$ cat config.mk
export PLATFORM = sky130hd
export DESIGN_NAME = load_store_unit
export DESIGN_NICKNAME = d
export VERILOG_FILES = /design/src/rtl/load_store_unit.sv
export SDC_FILE = /design/constraint.sdc
export NUM_CORES = 1
export LEC_CHECK = 0
export BUFFER_PORTS_ARGS = -buffer_cell sky130_fd_sc_hd__buf_2
export CAP_MARGIN = 10
export CORE_MARGIN = 2
export CORE_UTILIZATION = 48
export CTS_CLUSTER_SIZE = 16
export DETAILED_ROUTE_END_ITERATION = 12
export HOLD_SLACK_MARGIN = 0.05
export PLACE_DENSITY = 0.92
export SLEW_MARGIN = 20
export SYNTH_ARGS = -nofsm -noshare
export SYNTH_HDL_FRONTEND = slang
export SYNTH_SLANG_ARGS = --single-unit
$ cat constraint.sdc
create_clock -name clk -period 3.17 [get_ports clk]
set_clock_uncertainty 0.05 [all_clocks]
set_input_delay 0 -clock clk [delete_from_list [all_inputs] [get_ports clk]]
set_output_delay 0 -clock clk [all_outputs]
set_load 0.02 [all_outputs]
$ cat src/rtl/load_store_unit.sv
// Load/store unit: accepts one core access at a time, drives the data memory
// for a single ACCESS cycle, then holds the extended response until consumed.
module load_store_unit (
    input  logic        clk,
    input  logic        reset,
    input  logic        req_valid,
    output logic        req_ready,
    input  logic        req_we,
    input  logic [1:0]  req_size,
    input  logic        req_unsigned,
    input  logic [31:0] req_addr,
    input  logic [31:0] req_wdata,
    output logic        resp_valid,
    input  logic        resp_ready,
    output logic [31:0] resp_rdata,
    output logic        resp_err,
    output logic        mem_we,
    output logic [31:0] mem_addr,
    output logic [31:0] mem_wd,
    output logic [3:0]  mem_strobe,
    input  logic [31:0] mem_rd
);

    typedef enum logic [1:0] {IDLE, ACCESS, RESP} state_t;

    state_t      state;
    logic        we_q;
    logic [1:0]  size_q;
    logic        uns_q;
    logic [31:0] addr_q;
    logic [31:0] wdata_q;
    logic [31:0] rdata_q;

    logic        err;
    logic [3:0]  strobe;
    logic [31:0] wd;
    logic [7:0]  ld_byte;
    logic [15:0] ld_half;
    logic [31:0] ld_data;

    // Legality check on the captured request: illegal size or misalignment
    always_comb begin
        err = 1'b0;
        case (size_q)
            2'b00:   err = 1'b0;
            2'b01:   err = addr_q[0];
            2'b10:   err = (addr_q[1:0] != 2'b00);
            default: err = 1'b1;
        endcase
    end

    // Store lane strobes and lane-replicated write data
    always_comb begin
        strobe = 4'b0000;
        wd     = wdata_q;
        case (size_q)
            2'b00: begin
                strobe = 4'b0001 << addr_q[1:0];
                wd     = {4{wdata_q[7:0]}};
            end
            2'b01: begin
                strobe = addr_q[1] ? 4'b1100 : 4'b0011;
                wd     = {2{wdata_q[15:0]}};
            end
            2'b10: begin
                strobe = 4'b1111;
                wd     = wdata_q;
            end
            default: strobe = 4'b0000;
        endcase
        if (!we_q || err) begin
            strobe = 4'b0000;
        end
    end

    // Load lane selection and sign/zero extension; stores and errors return zero
    always_comb begin
        ld_data = 32'h0000_0000;
        case (addr_q[1:0])
            2'b00:   ld_byte = mem_rd[7:0];
            2'b01:   ld_byte = mem_rd[15:8];
            2'b10:   ld_byte = mem_rd[23:16];
            default: ld_byte = mem_rd[31:24];
        endcase
        ld_half = addr_q[1] ? mem_rd[31:16] : mem_rd[15:0];
        if (!we_q && !err) begin
            case (size_q)
                2'b00:   ld_data = uns_q ? {24'h000000, ld_byte} : {{24{ld_byte[7]}}, ld_byte};
                2'b01:   ld_data = uns_q ? {16'h0000, ld_half} : {{16{ld_half[15]}}, ld_half};
                default: ld_data = mem_rd;
            endcase
        end
    end

    // Request capture, load data sampling and IDLE/ACCESS/RESP sequencing
    always_ff @(posedge clk or posedge reset) begin
        if (reset) begin
            state   <= IDLE;
            we_q    <= 1'b0;
            size_q  <= 2'b00;
            uns_q   <= 1'b0;
            addr_q  <= 32'h0000_0000;
            wdata_q <= 32'h0000_0000;
            rdata_q <= 32'h0000_0000;
        end else begin
            case (state)
                IDLE: begin
                    if (req_valid) begin
                        we_q    <= req_we;
                        size_q  <= req_size;
                        uns_q   <= req_unsigned;
                        addr_q  <= req_addr;
                        wdata_q <= req_wdata;
                        state   <= ACCESS;
                    end
                end
                ACCESS: begin
                    rdata_q <= ld_data;
                    state   <= RESP;
                end
                RESP: begin
                    if (resp_ready) begin
                        state <= IDLE;
                    end
                end
                default: state <= IDLE;
            endcase
        end
    end

    assign req_ready  = (state == IDLE) && !reset;
    assign resp_valid = (state == RESP);
    assign resp_rdata = rdata_q;
    assign resp_err   = (state == RESP) && err;
    assign mem_we     = (state == ACCESS) && we_q && !err;
    assign mem_addr   = addr_q;
    assign mem_wd     = wd;
    assign mem_strobe = strobe;

endmodule
; ---- Word-level counts from Yosys, hierarchy flattened
; Index checks and enable logic that the tools add are counted.
; Widths: inputs -> output; s select.
[word_totals]
regBits = 102
inputBits = 104
out_inout_bits = 104
elab_cells = 45
[classes]
n_eq_ne = 8
shift = 1
mux = 14
n_reduce_logical = 15
[op_table]
columns = cell, n
row1 = $pmux 32 s2, 2
row2 = $mux 32, 3
row3 = $pmux 8 s3, 1
row4 = $mux 16, 1
row5 = $pmux 4 s3, 1
row6 = $mux 4, 2
row7 = $eq 2x1->1 const B, 3
row8 = $eq 2x2->1 const B, 3
row9 = $logic_not 2->1, 3
row10 = $pmux 2 s3, 1
row11 = $logic_and 1x1->1, 5
row12 = $mux 2, 2
row13 = $reduce_and 2->1, 2
row14 = $shl 1x2->4 const A, 1
row15 = $logic_not 1->1, 3
row16 = $pmux 1 s3, 1
row17 = $ne 2x1->1 const B, 1
row18 = $ne 2x2->1 const B, 1
row19 = $reduce_bool 2->1, 1
row20 = $logic_or 1x1->1, 1

; ---- Logic depth before layout (Yosys ltp)
; Gate-level depths: netlist of the first run.
[logic_depth]
ltp_word = 5
depth_mapped = 7
ltp_nobuf = 4

; ---- Worst setup path before layout of the first run
; OpenSTA, ideal clock, no wires.
[synth_timing]
path_kind = register -> register
from = register addr_q[1] (netlist: mem_addr[1])
to = register rdata_q[16] (netlist: resp_rdata[16])
setup_time_ps = 122
t_arrival_ps = 1783
required_time_ps = 2998
slack_ps = 1215
path_stages_with_launch = 7
n_path_buf = 2
synth_period_minus_slack_ps = 1955
cell_sequence = dfrtp_1 > buf_6 > mux4_2 > a221o_1 > nand2_2 > buf_4 > o21ai_1
[synth_between]
elab_chain_cells = 5
word_cells_on_any_way = 13
classes_between = 2 x eq/ne / 7 x mux / 4 x reduce/logical
[synth_lines]
columns = element, line_no
row1 = "start, declared", 30  ; logic [31:0] addr_q;
row2 = "start signal, assigned", 112  ; addr_q <= req_addr;
row3 = "$eq 2x2->1, or another cell as far along", 79  ; case (addr_q[1:0])
row4 = $pmux 8 s3 or $pmux 1 s3 (tied branches), "79, 44"
row5 = $mux 32 or $logic_not 1->1 (tied branches), "88, 86"
row6 = $pmux 32 s2 or $logic_and 1x1->1 (tied branches), "87, 86"
row7 = $mux 32 (*), 86  ; if (!we_q && !err) begin
row8 = "end signal, assigned", 118  ; rdata_q <= ld_data;
row9 = "end, declared", 32  ; logic [31:0] rdata_q;
; Mark *: on every way between the ends. The rest lies on a longest branch, timed or not.
; A chain may end at the register's enable or synchronous reset.

; ---- Worst setup path after layout of the first run
[layout_timing]
from = register size_q[1]
to = register rdata_q[2] (netlist: resp_rdata[2])
[layout_between]
elab_chain_cells = 5
word_cells_on_any_way = 8
classes_between = 2 x eq/ne / 3 x mux / 3 x reduce/logical
[layout_lines]
columns = element, line_no
row1 = "start, declared", 28  ; logic [1:0] size_q;
row2 = "start signal, assigned", 110  ; size_q <= req_size;
row3 = "$eq 2x2->1, or another cell as far along", 44  ; case (size_q)
row4 = $pmux 1 s3, 44
row5 = $logic_not 1->1, 86
row6 = $logic_and 1x1->1, 86
row7 = $mux 32 (*), 86
; Marks and branches as above.

==> impl_metrics.csv, run 1 <==
group,metric,value,unit
layout,final_common_cell,"buf_2",
placement,io_buffers,207,
sta,fin_crit_sh,0.834,
synth,synthSimpleGateAreaFrac,0.0600,
sta,finalSetupTns,0,ns
synth,synth_top_family_by_area,"multiplexers",
synth,synth_mux_area_frac,0.226,
floorplan,dieArea,0.0111,mm²
power,total_power,7.52,mW
critical_path,endpoint_kind,"flop",
power,max-vdd-ir-drop,0.616,mV
critical_path,critPathMaxFanout,46,
layout,final_cell_mix,"buf_2, dlygate4sd3_1, dfrtp_1, mux2_2, nand2_1",
placement,dp.cells,730,
synth,yosysTopAreaCellShare,0.516,
synth,synth_cells,417,
clocking,clockRootBuffer,"clkbuf_8",
synth,ys_ff_latch,102,
clocking,clk_pin_slew_worst_paths,0.10,ns
layout,num_antenna_cells,0,
grt,grt.met3_usage,0.0686,
synth,yosys.area.top_type,"dfrtp_1",
layout,finalNonFillerCells,853,
hold_path,min_path_type,"input pin to flop",
clocking,clk-insertion-delay-late,0.36,ns
layout,area.sequential,0.00255,mm²
synth,synth.avg_cell_area,11.9,µm²
placement,gp_congestion,0.888,
synth,synthTopCellsByArea,"dfrtp_1, mux2_2, a22o_1, mux2i_1, nand2_1",
grt,met1_usage,0.330,
synth,ys_warn_count,0,
synth,ys.flop_type,"dfrtp_1",
grt,grt_pass1_vias,5112,
floorplan,ioPinCount,208,
sta,max_freq,378,MHz
sta,rsz0062_at_grt,"no",
layout,synthToLayoutAreaGrowth,47.3,%
clocking,h-tree-depth,3,
synth,syn-num-nets,521,
sta,maxSlewHeadroom,0.454,
synth,netlist_area,0.00494,mm²
floorplan,rows,37,
drt,vias_per_cell,5.59,
layout,drive_above_1_share,0.450,
layout,num-fill-cells,679,
clocking,cts_tree,"done",
synth,yosysUniqueCellTypes,38,
synth,async_flop_share,1.00,
synth,synth-edff-count,0,
floorplan,die_w,105,µm
grt,grt_first_pass_wirelength,25.9,mm
drt,first_pass_iters,5,
grt,met2_usage,0.540,
sta,setup_viol,0,
floorplan,die_height,105,µm
run,drv_cap,0,
clocking,cts.sinks,102,
drt,route.vias.total,4769,
grt,gr-total-overflow,0,
grt,antenna_found_initial,0,
sta,fin_crit,2.64,ns
clocking,post-cts-setup-buffers,0,
power,pwr_density_cell,1030,mW/mm²
synth,synthXorXnorAreaFrac,0.00177,
synth,synth-compound-area-share,0.152,
critical_path,crit_arrival,2.88,ns
placement,hpwl,10.0,mm
layout,multi_input_area,0.00218,mm²
sta,tightest_slew,0.819,ns
outcome,status,"finished clean",
drt,detail_route.wl_per_cell,19.1,µm
drt,ant_nets,0,
clocking,cts_buffer_depth,2,
floorplan,core_area,0.0101,mm²
drt,drt_iter0_markers,345,
sta,maxSlewViolCount,0,
floorplan,start_util,0.488,
grt,grt_usage,0.298,
power,p_leak,3.48,nW
drt,drc,0,
critical_path,path_class,"flop to flop",
synth,synth_seq_area_share,0.516,
grt,grt_max_degree,87,
grt,grt_busiest_layer,"met2",
sta,hold_ws,0.155,ns
critical_path,worst_ep_required_time,3.40,ns
sta,hold_violations,0,
layout,nets,816,
clocking,cts_buffers,9,
synth,synth_adder_area_share,0,
drt,wl,16.3,mm
critical_path,crit_path_start_kind,"flop",
## state kept, by name, summed over array words and instances (netlist names)
signal	cells
mem_addr	32
resp_rdata	32
size_q	2
state	2
uns_q	1
wdata_q	32
we_q	1
## worst paths after layout
path / start / endpoint / slack, ns / depth (start not counted)
min in group asynchronous: reset / mem_addr[18]$_DFFE_PP0P_ / 0.31 / 3
hold reg to reg: resp_rdata[16]$_DFFE_PP0N_ / resp_rdata[16]$_DFFE_PP0N_ / 0.45 / 2
setup reg to reg: size_q[1]$_DFFE_PP0P_ / resp_rdata[2]$_DFFE_PP0N_ / 0.53 / 5
setup / recovery: size_q[1]$_DFFE_PP0P_ / resp_rdata[2]$_DFFE_PP0N_ / 0.53 / 5
hold / removal: req_valid / state[0]$_DFFE_PP0P_ / 0.15 / 3
max in group asynchronous: reset / wdata_q[28]$_DFFE_PP0P_ / 2.03 / 4
## power by group
| group | internal, mW | switching [mW] | total [mW] |
|---|---|---|---|
| Sequential | 1.95 | 0.636 | 2.59 |
| Combinational | 1.80 | 2.37 | 4.17 |
| Clock | 0.308 | 0.447 | 0.755 |
## critical path, stage by stage, from the launching register on
cell           delay, ns
dfrtp_2             0.70
nor4b_2             0.76
o2bb2ai_1           0.20
a221oi_1            0.07
dlygate4sd3_1       0.60
o21ai_0             0.19
## cells in the mapped netlist, types with 2 or more instances
cell type	count
buf_1	4
nand2b_1	3
o21ai_1	11
nor2_1	6
buf_4	10
mux2i_1	16
inv_1	4
o2bb2ai_1	7
dfrtp_1	102
clkbuf_1	21
a21oi_1	19
a221o_1	8
a221oi_1	7
buf_2	4
o21ai_0	25
nor3b_1	2
mux2_2	83
nor2b_1	4
a22o_1	23
nor3_1	4
nand2_1	37
## cell families after synthesis
logic type             Yosys count
AO/OA/AOI/OAI                  107
flip-flops                     102
multiplexers                   100
AND/OR/NAND/NOR                 62
buffers and inverters           45
XOR/XNOR                         1
## per-stage QoR
step                      cell area [µm²]   util  worst slack, ns
after floorplan                      4940      -            0.445
after global placement               6030  0.595            0.805
after detailed placement             6030  0.595            0.732
after CTS                            7280  0.718            0.650
after global routing                 7280  0.718            0.363
final                                7280  0.718            0.527
## routing by layer
metal	vias to the layer above	routed length, µm
li1	2106	-
met1	2311	5810
met2	293	8540
met3	59	1330
met4	0	599
met5	-	0
## final cells by class
| cell class | count | share of cell area |
|---|---|---|
| Clock buffer | 11 | 0.0194 |
| Inverter | 5 | 0.00326 |
| Tap cell | 136 | 0.0234 |
| Multi-Input combinational cell | 270 | 0.299 |
| Sequential cell | 102 | 0.351 |
| Clock inverter | 5 | 0.00481 |
| Timing Repair Buffer | 324 | 0.300 |
## what timing repair did
item                      CTS  global route
hold buffers              107             0
hold endpoints to repair  186             0
gates resized for setup     0             0
No activity file was read; power rests on OpenSTA's default activity.
==> run 2: changes to the inputs <==
--- a/config.mk
+++ b/config.mk
@@ -5,6 +5,7 @@
 export SDC_FILE = /design/constraint.sdc
 export NUM_CORES = 1
 export LEC_CHECK = 0
+export ABC_AREA = 1
 export BUFFER_PORTS_ARGS = -buffer_cell sky130_fd_sc_hd__buf_2
 export CAP_MARGIN = 10
 export CORE_MARGIN = 2
==> constraint.sdc (replaced) <==
create_clock -name clk -period 2.6 [get_ports clk]
set_clock_uncertainty 0.05 [all_clocks]
set_input_delay 0 -clock clk [delete_from_list [all_inputs] [get_ports clk]]
set_output_delay 0 -clock clk [all_outputs]
set_load 0.02 [all_outputs]
==> run 2 against run 1 <==
  * Sequential power up 9.3%
  * Area after synthesis up 0.84%
  * Total power up 18%
  * Via count up 25%
  * Wire length up 19%
  * Non-clock buffer count up 1
  * Register-to-register slack worse by 0.33 ns
  * Hold slack worse by 0.083 ns
  * Cell area up 1.1%
  * Sequential share of layout area down 0.39 points
  * First-iteration DRC count up 21%
  * Sequential cell count unchanged
  * Largest cell class unchanged
  * Largest power group unchanged
==> impl_metrics.csv, run 2 <==
group,metric,value,unit
critical_path,crit_arrival,2.61,ns
grt,grt_usage,0.348,
drt,first_pass_iters,8,
clocking,clockRootBuffer,"clkbuf_8",
power,p_leak,3.99,nW
clocking,h-tree-depth,3,
power,max-vdd-ir-drop,0.713,mV
sta,tightest_slew,0.611,ns
clocking,cts_buffers,9,
placement,gp_congestion,0.899,
layout,multi_input_area,0.00206,mm²
synth,synth.most_common_cell,"nand2_1",
critical_path,crit_slowest_cell,"dfrtp_1",
sta,maxSlewHeadroom,0.582,
floorplan,die_w,106,µm
grt,gr-total-overflow,0,
critical_path,critPathBufInv,1,
hold_path,min_path_type,"input pin to flop",
critical_path,worst_path_largest_cell_delay,0.76,ns
grt,grt_pass1_vias,5983,
critical_path,critPathTopFamily,"simple AND/OR/NAND/NOR gates",
floorplan,rows,37,
layout,num-fill-cells,724,
run,drv_cap,0,
grt,grt_first_pass_wirelength,30.4,mm
sta,maxSlewViolCount,0,
layout,drive_above_1_share,0.273,
clocking,clk-insertion-delay-late,0.37,ns
clocking,cts_buffer_depth,2,
outcome,status,"finished clean",
synth,synth-edff-count,0,
drt,detail_route.wl_per_cell,17.9,µm
placement,io_buffers,207,
drt,drt_iter0_markers,416,
sta,final.setup.worst_slack,0.194,ns
placement,dp.cells,950,
drt,drc,0,
clocking,post-cts-setup-buffers,0,
sta,fin_crit,2.41,ns
synth,synthTopCellsByCount,"nand2_1, dfrtp_1, o21ai_0",
layout,nets,1042,
sta,setup_viol,0,
synth,yosysUniqueCellTypes,27,
synth,ys_ff_latch,102,
layout,synthToLayoutAreaGrowth,47.8,%
critical_path,path_common_cell,"nand2_1",
critical_path,crit_path_start_kind,"flop",
placement,place_ws,0.645,ns
clocking,cts.sinks,102,
floorplan,die_height,106,µm
drt,route.vias.total,5966,
floorplan,start_util,0.489,
floorplan,core_area,0.0102,mm²
drt,wl,19.4,mm
synth,netlist_area,0.00498,mm²
placement,hpwl,10.8,mm
synth,synth.avg_cell_area,7.75,µm²
synth,ys.flop_type,"dfrtp_1",
drt,vias_per_cell,5.52,
grt,grt_max_degree,78,
critical_path,critPathMaxFanout,23,
grt,antenna_found_initial,0,
synth,syn-num-nets,747,
layout,final_cell_mix,"nand2_1, buf_2, dlygate4sd3_1, dfrtp_1, o21ai_0",
critical_path,endpoint_kind,"flop",
synth,synth_cells,643,
sta,rsz0062_at_grt,"no",
synth,yosys.area.top_type,"dfrtp_1",
synth,ys_warn_count,0,
sta,fin_crit_sh,0.925,
sta,finalSetupTns,0,ns
layout,finalNonFillerCells,1081,
power,pwr_density_cell,1210,mW/mm²
synth,async_flop_share,1.00,
critical_path,worst_ep_required_time,2.81,ns
clocking,clk_pin_slew_worst_paths,0.10,ns
layout,area.sequential,0.00255,mm²
layout,final_common_cell,"nand2_1",
floorplan,dieArea,0.0112,mm²
synth,yosysTopAreaCellShare,0.512,
sta,max_freq,416,MHz
sta,hold_violations,0,
synth,synthTopCellsByArea,"dfrtp_1, nand2_1, o21ai_0, inv_1, o211ai_1",
critical_path,path_class,"flop to flop",
floorplan,ioPinCount,208,
clocking,cts_tree,"done",
critical_path,crit_chain,"nand2_1 -> nor2_1 -> nor2_4 -> nand3_4 -> nand3_1 -> dlygate4sd3_1 -> nand2_1 -> nand2_1",
synth,synth_seq_area_share,0.512,
drt,ant_nets,0,
==> run 2: layout make-up <==
class / instances / area share
sequential: 102 / 0.347
timing repair buffer: 325 / 0.302
multi-input combinational: 463 / 0.280
tap: 136 / 0.0231
inverter: 37 / 0.0194
clock buffer: 10 / 0.0173
clock inverter: 6 / 0.0102
antenna: 2 / 0.000679
==> run 2: worst reg2reg max path: cells and delay by family (launching register included) <==
family / cells / cell delay (ns)
simple gates: 7 / 0.91
flops: 1 / 0.76
buf+inv: 1 / 0.57
==> run 2: metrics by stage <==
stage | utilization | area (µm²) | hold slack (ns) | power (mW)
4_1_cts | 0.722 | 7350 | 0.0605 | 8.52
2_1_floorplan | - | 4990 | 0.0295 | 5.85
5_1_grt | 0.723 | 7360 | 0.130 | 9.42
3_5_place_dp | 0.592 | 6030 | 0.0463 | 7.19
3_3_place_gp | 0.592 | 6030 | 0.0447 | 7.08
6_report | 0.723 | 7370 | 0.0712 | 8.89
==> run 2: timing repair <==
item / CTS / global route
endpoints found under the hold margin: 126 / 0
gates resized for setup: 0 / 1
hold buffers: 112 / 0
setup endpoints to repair: 0 / 6
==> run 2: kinds of logic after synthesis <==
| kind of cell | synth area share |
|---|---|
| AO/OA/AOI/OAI | 0.139 |
| buffers and inverters | 0.0750 |
| flip-flops | 0.512 |
| AND/OR/NAND/NOR | 0.274 |
==> run 2: path summary, 6_finish.rpt <==
kind | from | end | slack [ns] | cells past startpoint
max | mem_addr[0]$_DFFE_PP0P_ | resp_rdata[8]$_DFFE_PP0N_ | 0.19 | 8
min | mem_rd[13] | resp_rdata[5]$_DFFE_PP0N_ | 0.07 | 5
max reg2reg | mem_addr[0]$_DFFE_PP0P_ | resp_rdata[8]$_DFFE_PP0N_ | 0.19 | 8
min reg2reg | resp_rdata[7]$_DFFE_PP0N_ | resp_rdata[7]$_DFFE_PP0N_ | 0.44 | 2
max in group asynchronous | reset | mem_addr[1]$_DFFE_PP0P_ | 1.53 | 4
min in group asynchronous | reset | mem_addr[8]$_DFFE_PP0P_ | 0.18 | 3
==> run 2: routing by layer <==
metal | share of wire | wire, µm | track usage
met3 | 0.11 | 2050 | 0.0828
met5 | 0 | 0 | 0
met1 | 0.36 | 7020 | 0.409
met2 | 0.48 | 9360 | 0.599
met4 | 0.050 | 975 | 0.174
==> run 2: where the power goes <==
part,switching (mW),internal (mW)
combinational,3.37,1.63
sequential,0.580,2.25
clock,0.597,0.462
==> run 3: changes to the inputs <==
--- a/config.mk
+++ b/config.mk
@@ -9,11 +9,11 @@
 export BUFFER_PORTS_ARGS = -buffer_cell sky130_fd_sc_hd__buf_2
 export CAP_MARGIN = 10
 export CORE_MARGIN = 2
-export CORE_UTILIZATION = 48
+export CORE_UTILIZATION = 44
 export CTS_CLUSTER_SIZE = 16
 export DETAILED_ROUTE_END_ITERATION = 12
 export HOLD_SLACK_MARGIN = 0.05
-export PLACE_DENSITY = 0.92
+export PLACE_DENSITY = 0.89
 export SLEW_MARGIN = 20
 export SYNTH_ARGS = -nofsm -noshare
 export SYNTH_HDL_FRONTEND = slang
==> constraint.sdc (replaced) <==
create_clock -name clk -period 2 [get_ports clk]
set_clock_uncertainty 0.05 [all_clocks]
set_input_delay 0 -clock clk [delete_from_list [all_inputs] [get_ports clk]]
set_output_delay 0 -clock clk [all_outputs]
set_load 0.02 [all_outputs]
==> run 3 against run 2 <==
  * Register-to-register slack is essentially flat
  * Sequential power grew 27%
  * Cell area grew 0.63%
  * Total power grew 32%
  * Final cell count shrank 0.37%
  * Sequential share of layout area shrank 0.22 points
  * Die area grew 8.7%
  * Global-route usage shrank 4.3 points
  * Count of clock-buffer cells in the layout is the same
  * Critical endpoint is now mem_wd[9]
  * Largest cell class unchanged
==> impl_metrics.csv, run 3 (synthesis gave the netlist of run 2 again) <==
group,metric,value,unit
grt,antenna_found_initial,0,
floorplan,die_height,110,µm
placement,gp_congestion,0.906,
drt,route.vias.total,5804,
clocking,h-tree-depth,3,
layout,final_common_cell,"nand2_1",
grt,grt_pass1_vias,5912,
hold_path,min_path_type,"input pin to asynchronous set/reset pin",
power,switching_share,0.496,
floorplan,die_w,110,µm
grt,grt_max_degree,94,
drt,wl,18.8,mm
clocking,cts.sinks,102,
critical_path,crit_slowest_cell,"dfrtp_1",
sta,maxSlewViolCount,0,
power,pwr_density_cell,1590,mW/mm²
sta,rsz0062_at_grt,"yes",
floorplan,dieArea,0.0122,mm²
power,combPwrFrac,0.539,
drt,detail_route.wl_per_cell,17.5,µm
layout,nets,1036,
drt,first_pass_iters,5,
sta,maxSlewHeadroom,0.669,
critical_path,endpoint_kind,"primary output",
critical_path,path_depth,6,
critical_path,critPathLaunch,"size_q[1]$_DFFE_PP0P_",
outcome,status,"finished clean",
layout,final_cell_mix,"nand2_1, buf_2, dlygate4sd3_1, dfrtp_1, o21ai_0",
critical_path,r2r_start,"size_q[1]$_DFFE_PP0P_",
drt,vias_per_cell,5.39,
sta,tightest_slew,0.497,ns
grt,gr-total-overflow,0,
layout,final_core_util,0.678,
power,max-vdd-ir-drop,1.07,mV
placement,hpwl,10.9,mm
clocking,cts_tree,"done",
floorplan,rows,38,
drt,drc,0,
critical_path,worst_ep_required_time,1.95,ns
power,pwr-share-clk,0.156,
critical_path,critPathTopFamily,"buffers and inverters",
clocking,clockRootBuffer,"clkbuf_16",
placement,placedInstanceArea,0.00606,mm²
critical_path,critPathBufInv,3,
grt,grt_first_pass_wirelength,29.8,mm
critical_path,crit_path_end,"mem_wd[9]",
sta,hold_violations,0,
layout,num_antenna_cells,0,
sta,setup_viol,0,
layout,final_area,0.00741,mm²
critical_path,path_common_cell,"inv_4",
critical_path,crit_arrival,1.92,ns
critical_path,worst_path_largest_cell_delay,0.50,ns
floorplan,start_util,0.456,
critical_path,crit_chain,"inv_4 -> nand2_4 -> inv_4 -> nand2_1 -> o21ai_0 -> buf_2",
layout,drive_above_1_share,0.277,
sta,fin_crit,1.97,ns
power,p_sw,5.83,mW
critical_path,critPathMaxFanout,19,
floorplan,ioPinCount,208,
critical_path,ff2ff_setup_slack,0.20,ns
clocking,clk_pin_slew_worst_paths,0.08,ns
power,seqPwrFrac,0.305,
clocking,cts_buffer_depth,2,
run,drv_cap,0,
layout,area.sequential,0.00255,mm²
layout,synthToLayoutAreaGrowth,48.7,%
sta,fin_crit_sh,0.983,
sta,max_freq,509,MHz
clocking,clk-insertion-delay-late,0.34,ns
critical_path,timing.rr.end,"resp_rdata[17]$_DFFE_PP0N_",
critical_path,path_class,"flop to primary output",
floorplan,core_area,0.0109,mm²
critical_path,crit_path_start_kind,"flop",
clocking,cts_buffers,9,
grt,grt_usage,0.305,
power,p_int,5.92,mW
power,p_leak,4.00,nW
critical_path,rr_worst_depth,5,
layout,num-fill-cells,815,
drt,ant_nets,0,
layout,multi_input_area,0.00206,mm²
placement,io_buffers,207,
drt,drt_iter0_markers,503,
-- run 3: tightest hold or removal path, cell delays in order --
cell and delay (ns):
dlygate4sd3_1 0.53, buf_2 0.14, clkinvlp_4 0.20
-- run 3: layout make-up --
class / instances / share of cell area
clock buffers: 10 / 0.0309
clock inverters: 6 / 0.0103
inverters: 37 / 0.0199
multi-input cells: 462 / 0.278
flip-flops and latches: 102 / 0.345
well taps: 140 / 0.0236
repair buffers: 320 / 0.293
-- run 3: routing by layer --
metal | track usage | part of all wire | vias to the layer above
met4 | 0.152 | 0.045 | 0
met5 | 0 | 0 | -
li1 | - | - | 2608
met1 | 0.356 | 0.36 | 2693
met3 | 0.0576 | 0.10 | 65
met2 | 0.537 | 0.50 | 438
-- run 3: how the worst min path moves through the flow --
stage / slack (ns) / to / depth (start not counted) / startpoint
floorplan: 0.03 / req_ready / 1 / reset
global placement: -0.09 / mem_addr[29]$_DFFE_PP0P_ / 2 / reset
detailed placement: -0.08 / mem_addr[29]$_DFFE_PP0P_ / 2 / reset
CTS: 0.10 / mem_addr[10]$_DFFE_PP0P_ / 3 / reset
global route: 0.16 / mem_addr[8]$_DFFE_PP0P_ / 3 / reset
finish: 0.11 / mem_addr[8]$_DFFE_PP0P_ / 3 / reset
-- run 3: metrics by stage --
stage               setup TNS (ns)  instances  hold WS (ns)  power, mW  worst slack, ns
global placement                 0        957       -0.0924       9.27            0.289
finish                           0       1077         0.110       11.8           0.0337
detailed placement               0        957       -0.0779       9.42            0.224
floorplan                        0        643        0.0295       7.61            0.246
CTS                              0       1076         0.101       11.4           0.0670
global route               -0.0437       1077         0.161       12.4          -0.0334
-- run 3: what timing repair did --
action,4_1_cts,5_1_grt
resized for setup,2,3
hold endpoints to repair,203,0
setup buffers,0,1
hold buffers,103,0
setup endpoints to repair,3,12
pin swaps,0,0
-- run 3: power groups by stage --
stage	combinational (mW)	sequential, mW	clock, mW
after floorplan	3.60	4.01	0
after global routing	6.84	3.67	1.92
final	6.34	3.59	1.83
after CTS	6.05	3.54	1.86
after global placement	5.75	3.52	0
after detailed placement	5.88	3.54	0
